<file path="config.mk">
export PLATFORM = sky130hd
export DESIGN_NAME = bus_arbiter
export DESIGN_NICKNAME = d
export VERILOG_FILES = /design/src/rtl/bus_arbiter_pkg.sv /design/src/rtl/bus_arb_rr_pick.sv /design/src/rtl/bus_arbiter.sv
export SDC_FILE = /design/constraint.sdc
export NUM_CORES = 1
export LEC_CHECK = 0
export ABC_AREA = 1
export BUFFER_PORTS_ARGS = -buffer_cell sky130_fd_sc_hd__buf_2
export CAP_MARGIN = 30
export CORE_UTILIZATION = 40
export DETAILED_ROUTE_END_ITERATION = 12
export PLACE_DENSITY_LB_ADDON = 0.08
export SETUP_SLACK_MARGIN = 0.2
export SLEW_MARGIN = 40
export SYNTH_ARGS = -nofsm -noshare
export SYNTH_HDL_FRONTEND = slang
export SYNTH_SLANG_ARGS = --single-unit
</file>
<file path="constraint.sdc">
create_clock -name clk -period 1.71 [get_ports clk]
set_input_delay 0.0855 -clock clk [delete_from_list [all_inputs] [get_ports clk]]
set_output_delay 0.0855 -clock clk [all_outputs]
set_load 0.02 [all_outputs]
</file>
<file path="src/rtl/bus_arbiter_pkg.sv">
// Shared types and constants for the four-master bus arbiter.
// Optional tenure timeout is enabled with the BUS_ARB_TIMEOUT_EN macro.
package bus_arbiter_pkg;

    localparam int unsigned BUS_MASTER_CH = 4;
    localparam int unsigned BUS_OWNER_W   = 2;

    typedef logic [BUS_OWNER_W-1:0]   bus_owner_t;
    typedef logic [BUS_MASTER_CH-1:0] bus_req_t;
    typedef logic [7:0]               bus_arb_tenure_t;

    localparam bus_owner_t BUS_OWNER_M0 = 2'd0;
    localparam bus_owner_t BUS_OWNER_M1 = 2'd1;
    localparam bus_owner_t BUS_OWNER_M2 = 2'd2;
    localparam bus_owner_t BUS_OWNER_M3 = 2'd3;

    typedef enum logic {
        BUS_ARB_IDLE  = 1'b0,
        BUS_ARB_OWNED = 1'b1
    } bus_arb_state_t;

    // One-hot grant vector for a given owner index
    function automatic bus_req_t bus_owner_onehot(input bus_owner_t owner);
        bus_req_t vec;
        case (owner)
            BUS_OWNER_M0: vec = 4'b0001;
            BUS_OWNER_M1: vec = 4'b0010;
            BUS_OWNER_M2: vec = 4'b0100;
            BUS_OWNER_M3: vec = 4'b1000;
            default:      vec = '0;
        endcase
        return vec;
    endfunction

endpackage

</file>
<file path="src/rtl/bus_arb_rr_pick.sv">
// Combinational round-robin picker: first requester after `last`, skipping
// any master set in `excl`.
module bus_arb_rr_pick
    import bus_arbiter_pkg::*;
(
    input  logic [BUS_MASTER_CH-1:0] req,
    input  logic [BUS_OWNER_W-1:0]   last,
    input  logic [BUS_MASTER_CH-1:0] excl,
    output logic                     found,
    output logic [BUS_OWNER_W-1:0]   winner
);

    logic [BUS_MASTER_CH-1:0] avail;

    assign avail = req & ~excl;

    // Scan from farthest to nearest so the nearest candidate after last wins
    always_comb begin
        found  = 1'b0;
        winner = last;
        for (int unsigned i = BUS_MASTER_CH; i >= 1; i--) begin
            if (avail[last + BUS_OWNER_W'(i)]) begin
                found  = 1'b1;
                winner = last + BUS_OWNER_W'(i);
            end
        end
    end

endmodule

</file>
<file path="src/rtl/bus_arbiter.sv">
// Four-master round-robin bus arbiter with registered one-hot grants.
// Define BUS_ARB_TIMEOUT_EN to enable tenure timeout and preemption.
module bus_arbiter
    import bus_arbiter_pkg::*;
#(
    parameter int unsigned TENURE_MAX = 16
) (
    input  logic                   clk,
    input  logic                   rest,
    input  logic                   bus_m0_req,
    input  logic                   bus_m1_req,
    input  logic                   bus_m2_req,
    input  logic                   bus_m3_req,
    output logic                   bus_m0_grnt,
    output logic                   bus_m1_grnt,
    output logic                   bus_m2_grnt,
    output logic                   bus_m3_grnt,
    output logic [BUS_OWNER_W-1:0] bus_owner,
    output logic                   bus_busy,
    output logic                   bus_arb_preempt
);

    if (TENURE_MAX < 2 || TENURE_MAX > 255) begin : g_bad_tenure
        $error("bus_arbiter: TENURE_MAX must be in 2..255");
    end

    bus_arb_state_t state;
    bus_req_t       req;
    bus_req_t       grnt_q;
    bus_owner_t     owner_q;
    bus_owner_t     last_q;
    logic           busy_q;

    bus_owner_t     pick_last;
    bus_req_t       pick_excl;
    logic           pick_found;
    bus_owner_t     pick_winner;
    logic           owner_req;

    assign req       = {bus_m3_req, bus_m2_req, bus_m1_req, bus_m0_req};
    assign owner_req = req[owner_q];

    // While owned, search from the owner with the owner masked out: this one
    // lookup serves both voluntary handover (owner req is low anyway) and
    // preemption (owner req still high).
    assign pick_last = (state == BUS_ARB_OWNED) ? owner_q : last_q;
    assign pick_excl = (state == BUS_ARB_OWNED) ? bus_owner_onehot(owner_q) : '0;

    bus_arb_rr_pick u_pick (
        .req    (req),
        .last   (pick_last),
        .excl   (pick_excl),
        .found  (pick_found),
        .winner (pick_winner)
    );

`ifdef BUS_ARB_TIMEOUT_EN
    localparam bus_arb_tenure_t TENURE_LAST = bus_arb_tenure_t'(TENURE_MAX - 1);

    bus_arb_tenure_t tenure_q;
    logic            preempt_q;
`endif

    // Arbitration state machine with registered grants, owner and busy
    always_ff @(posedge clk) begin
        if (!rest) begin
            state   <= BUS_ARB_IDLE;
            grnt_q  <= '0;
            busy_q  <= 1'b0;
            owner_q <= BUS_OWNER_M0;
            last_q  <= BUS_OWNER_M3;
`ifdef BUS_ARB_TIMEOUT_EN
            tenure_q  <= '0;
            preempt_q <= 1'b0;
`endif
        end else begin
`ifdef BUS_ARB_TIMEOUT_EN
            preempt_q <= 1'b0;
`endif
            case (state)
                BUS_ARB_IDLE: begin
                    if (pick_found) begin
                        state   <= BUS_ARB_OWNED;
                        grnt_q  <= bus_owner_onehot(pick_winner);
                        busy_q  <= 1'b1;
                        owner_q <= pick_winner;
`ifdef BUS_ARB_TIMEOUT_EN
                        tenure_q <= '0;
`endif
                    end
                end
                BUS_ARB_OWNED: begin
                    if (!owner_req) begin
                        last_q <= owner_q;
`ifdef BUS_ARB_TIMEOUT_EN
                        tenure_q <= '0;
`endif
                        if (pick_found) begin
                            grnt_q  <= bus_owner_onehot(pick_winner);
                            owner_q <= pick_winner;
                        end else begin
                            state  <= BUS_ARB_IDLE;
                            grnt_q <= '0;
                            busy_q <= 1'b0;
                        end
                    end else begin
`ifdef BUS_ARB_TIMEOUT_EN
                        if (tenure_q == TENURE_LAST) begin
                            if (pick_found) begin
                                preempt_q <= 1'b1;
                                last_q    <= owner_q;
                                grnt_q    <= bus_owner_onehot(pick_winner);
                                owner_q   <= pick_winner;
                                tenure_q  <= '0;
                            end
                        end else begin
                            tenure_q <= tenure_q + 8'd1;
                        end
`endif
                    end
                end
            endcase
        end
    end

    assign bus_m0_grnt = grnt_q[0];
    assign bus_m1_grnt = grnt_q[1];
    assign bus_m2_grnt = grnt_q[2];
    assign bus_m3_grnt = grnt_q[3];
    assign bus_owner   = owner_q;
    assign bus_busy    = busy_q;

`ifdef BUS_ARB_TIMEOUT_EN
    assign bus_arb_preempt = preempt_q;
`else
    assign bus_arb_preempt = 1'b0;
`endif

endmodule
</file>
==> results of run 1 <==
## per-stage QoR
| step | util, % | setup TNS [ns] | setup WS, ns |
|---|---|---|---|
| global placement | 57.47 | -0.5063 | -0.1583 |
| CTS | 62.95 | -0.6331 | -0.1713 |
| global route | 75.19 | -1.665 | -0.3049 |
| detailed placement | 57.47 | -0.6622 | -0.2073 |
| floorplan | - | -0.05851 | -0.03007 |
| finish | 75.19 | -0.9381 | -0.2094 |
## worst register-to-register path, cell delays in order, from the launching register on
cell and delay [ns]:
sky130_fd_sc_hd__dfxtp_4 0.38, sky130_fd_sc_hd__buf_12 0.13, sky130_fd_sc_hd__nor2_4 0.13, sky130_fd_sc_hd__nor2_8 0.06, sky130_fd_sc_hd__nand3_2 0.07, sky130_fd_sc_hd__nand2_2 0.07, sky130_fd_sc_hd__nor2_4 0.13, sky130_fd_sc_hd__nand2_2 0.08
sky130_fd_sc_hd__inv_2 0.08, sky130_fd_sc_hd__ha_4 0.14, sky130_fd_sc_hd__inv_4 0.04, sky130_fd_sc_hd__nand2_4 0.07, sky130_fd_sc_hd__inv_4 0.04, sky130_fd_sc_hd__nand2_4 0.05, sky130_fd_sc_hd__inv_4 0.05, sky130_fd_sc_hd__nand3_4 0.08
sky130_fd_sc_hd__nor2_2 0.04, sky130_fd_sc_hd__nor2_1 0.12, sky130_fd_sc_hd__nor2_1 0.06
## state kept, by name, indices dropped and copies added, names as in the netlist
signal and flops:
bus_busy 1, bus_owner 2, grnt_q 4, last_q 2, state 1
## power by group
part / total [W] / internal, W / switching, W
Clock: 0.000175 / 0.0000902 / 0.0000851
Sequential: 0.000401 / 0.000334 / 0.0000673
Combinational: 0.00223 / 0.000992 / 0.00124
## worst min-delay path by stage
stage / from / to / slack [ns]
after floorplan: rest / last_q[0]$_SDFFE_PN1P_ / 0.16
after detailed placement: rest / last_q[0]$_SDFFE_PN1P_ / 0.32
after CTS: rest / last_q[0]$_SDFFE_PN1P_ / 0.06
after global placement: rest / last_q[1]$_SDFFE_PN1P_ / 0.32
final: rest / last_q[1]$_SDFFE_PN1P_ / 0.05
after global routing: rest / last_q[1]$_SDFFE_PN1P_ / 0.05
## cells by family after synthesis
group | after synthesis | synth area share (%)
and+or+nand+nor | 79 | 50.61
buffers and inverters | 26 | 13.26
AOI/OAI and AO/OA | 13 | 9.756
DFF | 10 | 24.39
adders and majority gates | 1 | 1.524
other | 1 | 0.4569
## layout make-up
type | instances | area, um^2 | area share, %
multi-input combinational | 94 | 728.2 | 49.87
tap | 27 | 33.78 | 2.314
inverter | 24 | 100.1 | 6.855
timing repair buffer | 47 | 361.6 | 24.76
sequential | 10 | 210.2 | 14.40
clock buffer | 4 | 26.28 | 1.799
## repair_timing
action | CTS | global route
buffers inserted | 7 | 4
setup endpoints to repair | 8 | 8
pin swaps | 10 | 34
gates resized for setup | 9 | 55
## routing by layer
layer	share of wire [%]	vias to the layer above
met5	0	-
met4	0.55	0
met3	2.0	2
met2	57	25
met1	41	484
li1	-	509
## placed cells by master (no fill, tap or decap), types with 2 or more instances in the layout
master	synthesis	final
sky130_fd_sc_hd__nand3_1	16	8
sky130_fd_sc_hd__clkbuf_4	0	3
sky130_fd_sc_hd__nand3_2	3	6
sky130_fd_sc_hd__nor2_4	1	4
sky130_fd_sc_hd__buf_4	1	27
sky130_fd_sc_hd__dfxtp_2	0	2
sky130_fd_sc_hd__nand3_4	0	5
sky130_fd_sc_hd__o21ai_1	0	3
sky130_fd_sc_hd__inv_4	0	4
sky130_fd_sc_hd__inv_2	5	8
sky130_fd_sc_hd__dfxtp_1	10	6
sky130_fd_sc_hd__nand2_2	12	17
sky130_fd_sc_hd__inv_1	18	12
sky130_fd_sc_hd__nor2_1	12	8
sky130_fd_sc_hd__nand2_4	2	9
sky130_fd_sc_hd__o221ai_1	2	2
sky130_fd_sc_hd__o21ai_2	1	2
sky130_fd_sc_hd__dfxtp_4	0	2
sky130_fd_sc_hd__buf_2	0	12
sky130_fd_sc_hd__nand2_1	30	17
sky130_fd_sc_hd__a21oi_1	4	4
sky130_fd_sc_hd__buf_6	1	7
sky130_fd_sc_hd__nor2_2	1	2
==> results by group, run 1 <==
Power and ir drop
  • Power per cell area: approximately 1900 nW/um^2
  • Worst ir drop on vdd: between 0.001 and 0.0015 V
  • Leakage: 0.7458 nW
  • Power Total: 0.002811 W

Clock tree
  • CTS tree: built
  • Longest Clk Path Bufs: 2
  • # hold bufs at CTS: 0
  • Clk Latency, worst-skew pair: 0.26 ns
  • CTS Root Buffer Type: sky130_fd_sc_hd__clkbuf_4
  • Clock Pin Slew Worst Setup and Hold Paths: 0.07 ns
  • TritonCTS buffer count: 3
  • Clock tree sinks: 10
  • Max H-tree Level: 1

Layout
  • Area growth from synthesis to final layout: 77.90%
  • Antenna Cells: 0
  • Fraction of layout cells with a size suffix above 1: 64.80%
  • Count of fill cells added during filler insertion: around 150
  • Final cell area excluding filler cells: between 1000 and 1500 um^2
  • Final cell count without fillers: around 200
  • Layout net count: between 150 and 200

Floorplanning
  • Area of the die: around 2200 um^2
  • Die height: between 40 and 50 um
  • Initial Util: roughly 42%
  • Top-level I/O count: 14
  • Num rows: 16
  • Std-Cell Core Area: roughly 1900 um^2
  • Chip width: 47.30 um

Global route
  • Busiest layer in global routing: met2
  • Global routing usage on met3: approximately 1.2%
  • Initial antenna violation count: 0
  • Remaining global-route overflow: 0
  • Global routing usage summed across all routing layers: between 20 and 25%
  • Wire length of the first global-routing pass: 3318 um
  • Maximum number of pins on one net before global-route repair: 7
  • Routing usage on met1: 26.42%
  • Number of global-route vias before repair: between 800 and 900
  • Met2 Use GR: between 30 and 40%

Route
  • Overall routed net length: approximately 2500 um
  • Detail Route Antenna Nets: 0
  • Average wire length per cell after detail routing: approximately 12 um
  • Number of DRC markers after the initial detailed-route iteration: 20
  • Vias per Instance: 4.951
  • Count of TritonRoute iterations in the first routing pass: 4
  • Total DRC errors in the routed layout: 0
  • Number of vias after detailed routing: roughly 1000

Setup path
  • FF-to-FF setup slack: -0.21 ns
  • Worst flop-to-flop path endpoint: grnt_q[0]$_SDFFE_PN0P_
  • Critical Path Source Type: flop
  • Worst reg2reg startpoint: state$_SDFF_PN0_
  • Cell seen most often among critical-path stages: sky130_fd_sc_hd__inv_4
  • CP Data Required Time: around 1.9 ns
  • Worst setup path category: flop to flop
  • Number of cells on the worst reg-to-reg path: 18
  • Cell with the largest stage delay on the worst path: sky130_fd_sc_hd__dfxtp_4
  • Stage delay of the slowest cell on the critical path: roughly 0.38 ns
  • Data arrival time at the worst-slack endpoint: approximately 2.1 ns
  • CP Capture Point: grnt_q[0]$_SDFFE_PN0P_
  • Number of cells on the critical path: 18
  • Ordered cell list for the critical path: buf_12, nor2_4, nor2_8, nand3_2, nand2_2, nor2_4, nand2_2, inv_2, ha_4, inv_4, nand2_4, inv_4, nand2_4, inv_4, nand3_4, nor2_2, nor2_1, nor2_1
  • First element of the critical path: state$_SDFF_PN0_
  • Crit Path Max Fanout: 5
  • Buffers plus inverters on the worst setup path: 5
  • CP top delay family: simple AND/OR/NAND/NOR gates
  • Critical path endpoint category: flop

STA
  • Hold violation total from the final report: 0
  • Final Max Tran Viols: 0
  • Post-Route Hold Slack: 0.05084 ns
  • Setup repair after global routing missed its margin: true
  • Final setup violation count: 7
  • Post-layout worst setup margin: -0.2094 ns
  • Clk_skew: a little under 0.002 ns
  • Share of the clock period used by the worst path after layout: 112.2%
  • Time the worst path needs with I/O delays and setup: approximately 1.9 ns
  • Peak clock frequency supported by timing: 521.0 MHz

Status
  • Violated checks: setup timing
  • Run status: complete, but fails checks

Yosys
  • Library cells used by synthesis: 23
  • Top cells by area, synth: sky130_fd_sc_hd__dfxtp_1 (24%), sky130_fd_sc_hd__nand2_1 (14%), sky130_fd_sc_hd__nand3_1 (9.8%)
  • Most repeated cell in the gate-level netlist after synthesis: sky130_fd_sc_hd__nand2_1
  • Mapped Area: between 800 and 900 um^2
  • Sequential fraction of the synthesis area: 24.39%
  • Number of cells produced by synthesis: 130
  • Ranking of synthesized cells by instance count: sky130_fd_sc_hd__nand2_1 (30), sky130_fd_sc_hd__inv_1 (18), sky130_fd_sc_hd__nand3_1 (16)
  • Synthesized Nets: ~140
  • Syn avg cell area: roughly 6.3 um^2
  • Synth Warn #: 0
  • Leading register cell type out of synthesis: sky130_fd_sc_hd__dfxtp_1
  • Area leader, netlist: sky130_fd_sc_hd__dfxtp_1
  • Async set or reset register ratio after synthesis: 0%
  • Count of flip-flops with a built-in enable after synthesis: 0
  • Post-synthesis register bit count: 10
  • Fraction of synthesized cell area taken by the top area cell type: between 20 and 25%

Placed design
  • Total cell area at the placement stage: between 1000 and 1500 um^2
  • Port Buffers: 12
  • Detailed placer's ending HPWL: 1577 um
  • Placed Cells incl. Taps: about 190
  • Global placement routability congestion: roughly 0.77

Job
  • Number of max-capacitance violations reported: 0

Worst hold path
  • Hold Crit Class: input pin to flop
  • Instance count along the most critical hold path: 2
Note: power is estimated with default switching activity, not from simulation.
==> run 2: changes to the inputs <==
CORE_UTILIZATION = 49   (was 40)
==> results by group, run 2 (synthesized netlist as in run 1, its figures left out) <==
Global route
  • Maximum number of pins on one net before global-route repair: 7
  • Wire length of the first global-routing pass: between 3000 and 4000 um
  • Remaining global-route overflow: 0
  • Initial antenna violation count: 0
  • Global routing usage summed across all routing layers: approximately 27%
  • Number of global-route vias before repair: slightly below 900

Floorplanning
  • Num rows: 14
  • Die height: between 40 and 50 um
  • Chip width: about 43 um
  • Initial Util: 53.25%
  • Std-Cell Core Area: around 1500 um^2
  • Area of the die: ~1800 um^2
  • Top-level I/O count: 14

Setup path
  • Number of cells on the critical path: 18
  • CP Data Required Time: roughly 1.9 ns
  • Critical Path Source Type: flop
  • Cell with the largest stage delay on the worst path: sky130_fd_sc_hd__dfxtp_4
  • Buffers plus inverters on the worst setup path: 5
  • Stage delay of the slowest cell on the critical path: 0.37 ns
  • Data arrival time at the worst-slack endpoint: approximately 2.0 ns
  • CP top delay family: simple AND/OR/NAND/NOR gates
  • Ordered cell list for the critical path: buf_12, nor2_4, nor2_8, nand3_2, nand2_2, nor2_4, nand2_2, inv_2, ha_4, inv_2, nand2_2, clkinv_2, nand2_2, inv_2, nand3_2, nor2_2, nor2_1, nor2_1
  • Number of cells on the worst reg-to-reg path: 18
  • Crit Path Max Fanout: 5
  • Worst setup path category: flop to flop
  • Critical path endpoint category: flop
  • Cell seen most often among critical-path stages: sky130_fd_sc_hd__nand2_2

Layout
  • Fraction of layout cells with a size suffix above 1: roughly three fifths
  • Antenna Cells: 0
  • Final cell area excluding filler cells: 1272 um^2
  • Most flops, register: grnt_q
  • Top library cells by usage in the layout, fill and taps aside: sky130_fd_sc_hd__buf_4 (27), sky130_fd_sc_hd__nand2_2 (22), sky130_fd_sc_hd__nand2_1 (18)
  • Area growth from synthesis to final layout: 55.03%
  • Number of flip-flops under the largest register name: 4
  • Layout net count: 180
  • Most frequent standard cell in the layout excluding fill and tap cells: sky130_fd_sc_hd__buf_4
  • Count of fill cells added during filler insertion: ~100

STA
  • Final setup violation count: 6
  • Peak clock frequency supported by timing: 541.6 MHz
  • Time the worst path needs with I/O delays and setup: 1.846 ns
  • Share of the clock period used by the worst path after layout: 108.0%
  • Hold violation total from the final report: 0
  • Post-layout worst setup margin: -0.1363 ns
  • Clk_skew: 0.002469 ns
  • Setup repair after global routing missed its margin: true
  • Final Max Tran Viols: 0
  • Setup TNS: -0.5018 ns
  • Post-Route Hold Slack: about 0.055 ns

Placed design
  • Global placement routability congestion: ~0.85
  • Post-Place Setup Slack: -0.2101 ns
  • Detailed placer's ending HPWL: ~1500 um
  • Port Buffers: 12
  • Total cell area at the placement stage: between 1000 and 1500 um^2

Route
  • Average wire length per cell after detail routing: between 10 and 15 um
  • Count of TritonRoute iterations in the first routing pass: 4
  • Number of DRC markers after the initial detailed-route iteration: 16
  • Detail Route Antenna Nets: 0
  • Total DRC errors in the routed layout: 0
  • Overall routed net length: approximately 2200 um
  • Vias per Instance: 5.032
  • Number of vias after detailed routing: about 950

Power and ir drop
  • Leakage: between 0.6 and 0.7 nW
  • Worst ir drop on vdd: between 0.001 and 0.0015 V
  • Power Total: around 0.0024 W
  • Power per cell area: about 1900 nW/um^2

Clock tree
  • CTS tree: built
  • TritonCTS buffer count: 3
  • Max H-tree Level: 1
  • Clock Pin Slew Worst Setup and Hold Paths: approximately 0.070 ns
  • Longest Clk Path Bufs: 2
  • CTS Root Buffer Type: sky130_fd_sc_hd__clkbuf_4
  • Clock tree sinks: 10
  • Clk Latency, worst-skew pair: 0.27 ns

Job
  • Number of max-capacitance violations reported: 0

Status
  • Run status: complete, but fails checks
  • Violated checks: setup timing

Worst hold path
  • Instance count along the most critical hold path: 2
  • Hold Crit Class: input pin to flop
==> run 2: layout make-up <==
class	instances	area, um^2	share of cell area (%)
tap	16	20.02	1.573
sequential	10	209.0	16.42
timing repair buffer	40	282.8	22.22
inverter	24	93.84	7.375
clock buffer	4	36.28	2.852
multi-input combinational	94	630.6	49.56
==> run 2: stage by stage <==
stage | instances | utilization [%]
6_report | 188 | 82.55
5_1_grt | 188 | 82.55
4_1_cts | 185 | 78.41
3_5_place_dp | 177 | 70.05
3_3_place_gp | 177 | 70.05
2_1_floorplan | 130 | -
==> run 2: final timing paths <==
path | startpoint | endpoint | slack [ns]
worst min-delay path | rest | last_q[0]$_SDFFE_PN1P_ | 0.05
worst max register to register | state$_SDFF_PN0_ | grnt_q[0]$_SDFFE_PN0P_ | -0.14
worst min register to register | grnt_q[1]$_SDFFE_PN0P_ | grnt_q[1]$_SDFFE_PN0P_ | 0.47
worst max-delay path | state$_SDFF_PN0_ | grnt_q[0]$_SDFFE_PN0P_ | -0.14
==> run 2: report_power, final <==
group	switching (W)	total [W]	internal [W]
Sequential	0.0000674	0.000400	0.000332
Clock	0.0000863	0.000216	0.000129
Combinational	0.00101	0.00175	0.000741
Total	0.00116	0.00237	0.00120
==> run 2: routing by layer <==
layer	vias to the layer above	wire, um	GRT usage, %
met4	0	34	14.37
met1	433	1013	33.42
met5	-	0	0
li1	494	-	-
met3	4	44	4.255
met2	15	1100	45.76
==> run 2: what timing repair did <==
action | 4_1_cts | 5_1_grt
hold endpoints to repair | 0 | 0
endpoints found under the setup margin | 7 | 8
cloned | 0 | 0
pin swaps | 21 | 12
hold buffers | 0 | 0
setup buffers | 4 | 3
resized for setup | 21 | 13
==> run 2: worst register-to-register path, cell delays in order, from the launching register on <==
cell                       delay (ns)
sky130_fd_sc_hd__dfxtp_4         0.37
sky130_fd_sc_hd__buf_12          0.13
sky130_fd_sc_hd__nor2_4          0.13
sky130_fd_sc_hd__nor2_8          0.05
sky130_fd_sc_hd__nand3_2         0.06
sky130_fd_sc_hd__nand2_2         0.08
sky130_fd_sc_hd__nor2_4          0.12
sky130_fd_sc_hd__nand2_2         0.08
sky130_fd_sc_hd__inv_2           0.07
sky130_fd_sc_hd__ha_4            0.12
sky130_fd_sc_hd__inv_2           0.03
sky130_fd_sc_hd__nand2_2         0.07
sky130_fd_sc_hd__clkinv_2        0.07
sky130_fd_sc_hd__nand2_2         0.06
sky130_fd_sc_hd__inv_2           0.05
sky130_fd_sc_hd__nand3_2         0.06
sky130_fd_sc_hd__nor2_2          0.04
sky130_fd_sc_hd__nor2_1          0.10
sky130_fd_sc_hd__nor2_1          0.05
==> run 3: changes to the inputs <==
CORE_UTILIZATION = 54   (was 49)
clock period = 1.95 ns   (was 1.71 ns; I/O delays follow)
==> results by group, run 3 (synthesized netlist as in run 1, its figures left out) <==
Status
  • Run status: finished, final reports clean

Placed design
  • Port Buffers: 12
  • Total cell area at the placement stage: around 990 um^2
  • Detailed placer's ending HPWL: around 1500 um
  • Global placement routability congestion: 0.7802

STA
  • Clk_skew: approximately 0.017 ns
  • Setup repair after global routing missed its margin: true
  • Setup TNS: 0 ns
  • Share of the clock period used by the worst path after layout: between 90% and 100%
  • Peak clock frequency supported by timing: 534.1 MHz
  • Time the worst path needs with I/O delays and setup: 1.872 ns
  • Hold violation total from the final report: 0
  • Final Max Tran Viols: 0
  • Final setup violation count: 0

Floorplanning
  • Top-level I/O count: 14
  • Area of the die: between 1500 and 2000 um^2
  • Std-Cell Core Area: ~1400 um^2
  • Die height: 40.99 um
  • Num rows: 13
  • Chip width: 40.99 um
  • Initial Util: between 60% and 70%

Route
  • Number of DRC markers after the initial detailed-route iteration: 22
  • Detail Route Antenna Nets: 0
  • Overall routed net length: between 2000 and 3000 um
  • Number of vias after detailed routing: ~990
  • Average wire length per cell after detail routing: roughly 16 um
  • Total DRC errors in the routed layout: 0
  • Count of TritonRoute iterations in the first routing pass: 4
  • Vias per Instance: between 5 and 6

Power and ir drop
  • Power per cell area: between 1500 and 2000 nW/um^2
  • Leakage: 0.6558 nW
  • Worst ir drop on vdd: 0.001079 V

Clock tree
  • # hold bufs at CTS: 0
  • CTS Root Buffer Type: sky130_fd_sc_hd__clkbuf_4
  • Clock Pin Slew Worst Setup and Hold Paths: ~0.08 ns
  • Longest Clk Path Bufs: 2
  • CTS tree: built
  • TritonCTS buffer count: 3
  • Clock tree sinks: 10
  • Clk Latency, worst-skew pair: roughly 0.28 ns
  • Max H-tree Level: 1

Layout
  • Final cell area excluding filler cells: between 1000 and 1500 um^2
  • Area growth from synthesis to final layout: 49.85%
  • Layout net count: roughly 170
  • Top library cells by usage in the layout, fill and taps aside: sky130_fd_sc_hd__nand2_1 (22), sky130_fd_sc_hd__buf_4 (18), sky130_fd_sc_hd__nand2_2 (15)
  • Fraction of layout cells with a size suffix above 1: about three fifths
  • Number of flip-flops under the largest register name: 4
  • Most flops, register: grnt_q
  • Most frequent standard cell in the layout excluding fill and tap cells: sky130_fd_sc_hd__nand2_1
  • Antenna Cells: 0

Setup path
  • CP Data Required Time: approximately 2.2 ns
  • Worst flop-to-flop path endpoint: grnt_q[1]$_SDFFE_PN0P_
  • Critical Path Source Type: flop
  • FF-to-FF setup slack: 0.08 ns
  • Data arrival time at the worst-slack endpoint: between 2 and 2.5 ns
  • Number of cells on the worst reg-to-reg path: 17
  • Crit Path Max Fanout: 5
  • Critical path endpoint category: flop
  • Worst reg2reg startpoint: bus_owner[0]$_SDFFE_PN0P_
  • Worst setup path category: flop to flop

Global route
  • Remaining global-route overflow: 0
  • Initial antenna violation count: 0
  • Global routing usage summed across all routing layers: ~29%
  • Wire length of the first global-routing pass: around 3200 um
  • Number of global-route vias before repair: 779
  • Maximum number of pins on one net before global-route repair: 7

Worst hold path
  • Hold Crit Class: input pin to flop
  • Instance count along the most critical hold path: 2
  • Hold path startpoint: rest
  • Worst Hold End: last_q[0]$_SDFFE_PN1P_

Job
  • Number of max-capacitance violations reported: 0
-- run 3: cell types whose count changed in the layout (fill, tap and decap cells not counted), moves of 3 or more --
| cell | change |
|---|---|
| sky130_fd_sc_hd__buf_4 | -9 |
| sky130_fd_sc_hd__nand2_2 | -7 |
| sky130_fd_sc_hd__nand2_1 | +4 |
| sky130_fd_sc_hd__inv_1 | -3 |
| sky130_fd_sc_hd__nand2_4 | +3 |
| sky130_fd_sc_hd__nand3_4 | +3 |
-- run 3: area by class of cell --
type	count	area (um^2)
Tap cell	15	18.77
Clock buffer	4	26.28
Fill cell	59	120.1
Multi-Input combinational cell	94	656.9
Inverter	24	97.59
Sequential cell	10	212.7
Timing Repair Buffer	32	217.7
-- run 3: worst max-delay path by stage --
stage / from / to / cells after the start
floorplan: state$_SDFF_PN0_ / grnt_q[2]$_SDFFE_PN0P_ / 17
global placement: state$_SDFF_PN0_ / grnt_q[0]$_SDFFE_PN0P_ / 18
detailed placement: state$_SDFF_PN0_ / grnt_q[2]$_SDFFE_PN0P_ / 18
global route: bus_owner[0]$_SDFFE_PN0P_ / grnt_q[0]$_SDFFE_PN0P_ / 18
finish: bus_owner[0]$_SDFFE_PN0P_ / grnt_q[1]$_SDFFE_PN0P_ / 17
CTS: state$_SDFF_PN0_ / grnt_q[2]$_SDFFE_PN0P_ / 18
-- run 3: stage by stage --
stage	power (W)	std cells	hold WS, ns	util [%]	setup WS [ns]
global route	0.002241	179	0.05211	91.10	-0.01419
finish	0.002116	179	0.04811	91.10	0.07761
global placement	0.001453	166	0.3249	73.03	0.03674
detailed placement	0.001495	166	0.3329	73.03	-0.03543
floorplan	0.001180	130	0.1761	-	0.2017
CTS	0.001787	175	0.04920	81.93	0.1002
-- run 3: repair_timing --
| item | CTS | global route |
|---|---|---|
| pin swaps | 18 | 23 |
| setup endpoints to repair | 5 | 7 |
| setup buffers | 5 | 4 |
| resized for setup | 17 | 29 |
-- run 3: per-layer routing --
metal / part of all wire (%) / vias up / GRT usage (%)
met3: 6.4 / 19 / 3.804
met4: 6.0 / 0 / 15.00
met1: 40 / 450 / 32.01
li1: - / 474 / -
met5: 0 / - / 0
met2: 47 / 49 / 52.73
-- run 3: where the power goes --
part / internal, W / switching (W)
clock: 0.0000790 / 0.0000757
sequential: 0.000297 / 0.0000799
combinational: 0.000607 / 0.000977
total: 0.000983 / 0.00113
-- run 3: critical path, stage by stage (launching register included) --
cell,delay (ns)
sky130_fd_sc_hd__dfxtp_4,0.37
sky130_fd_sc_hd__nand2_4,0.11
sky130_fd_sc_hd__inv_4,0.05
sky130_fd_sc_hd__nor2_8,0.14
sky130_fd_sc_hd__nand3_2,0.08
sky130_fd_sc_hd__nand2_2,0.10
sky130_fd_sc_hd__nor2_4,0.04
sky130_fd_sc_hd__nand2_2,0.08
sky130_fd_sc_hd__inv_2,0.05
sky130_fd_sc_hd__ha_4,0.16
sky130_fd_sc_hd__inv_4,0.05
sky130_fd_sc_hd__nand2_4,0.05
sky130_fd_sc_hd__inv_4,0.06
sky130_fd_sc_hd__nand2_2,0.04
sky130_fd_sc_hd__inv_2,0.08
sky130_fd_sc_hd__buf_4,0.12
sky130_fd_sc_hd__nand3_2,0.08
sky130_fd_sc_hd__a21oi_2,0.12
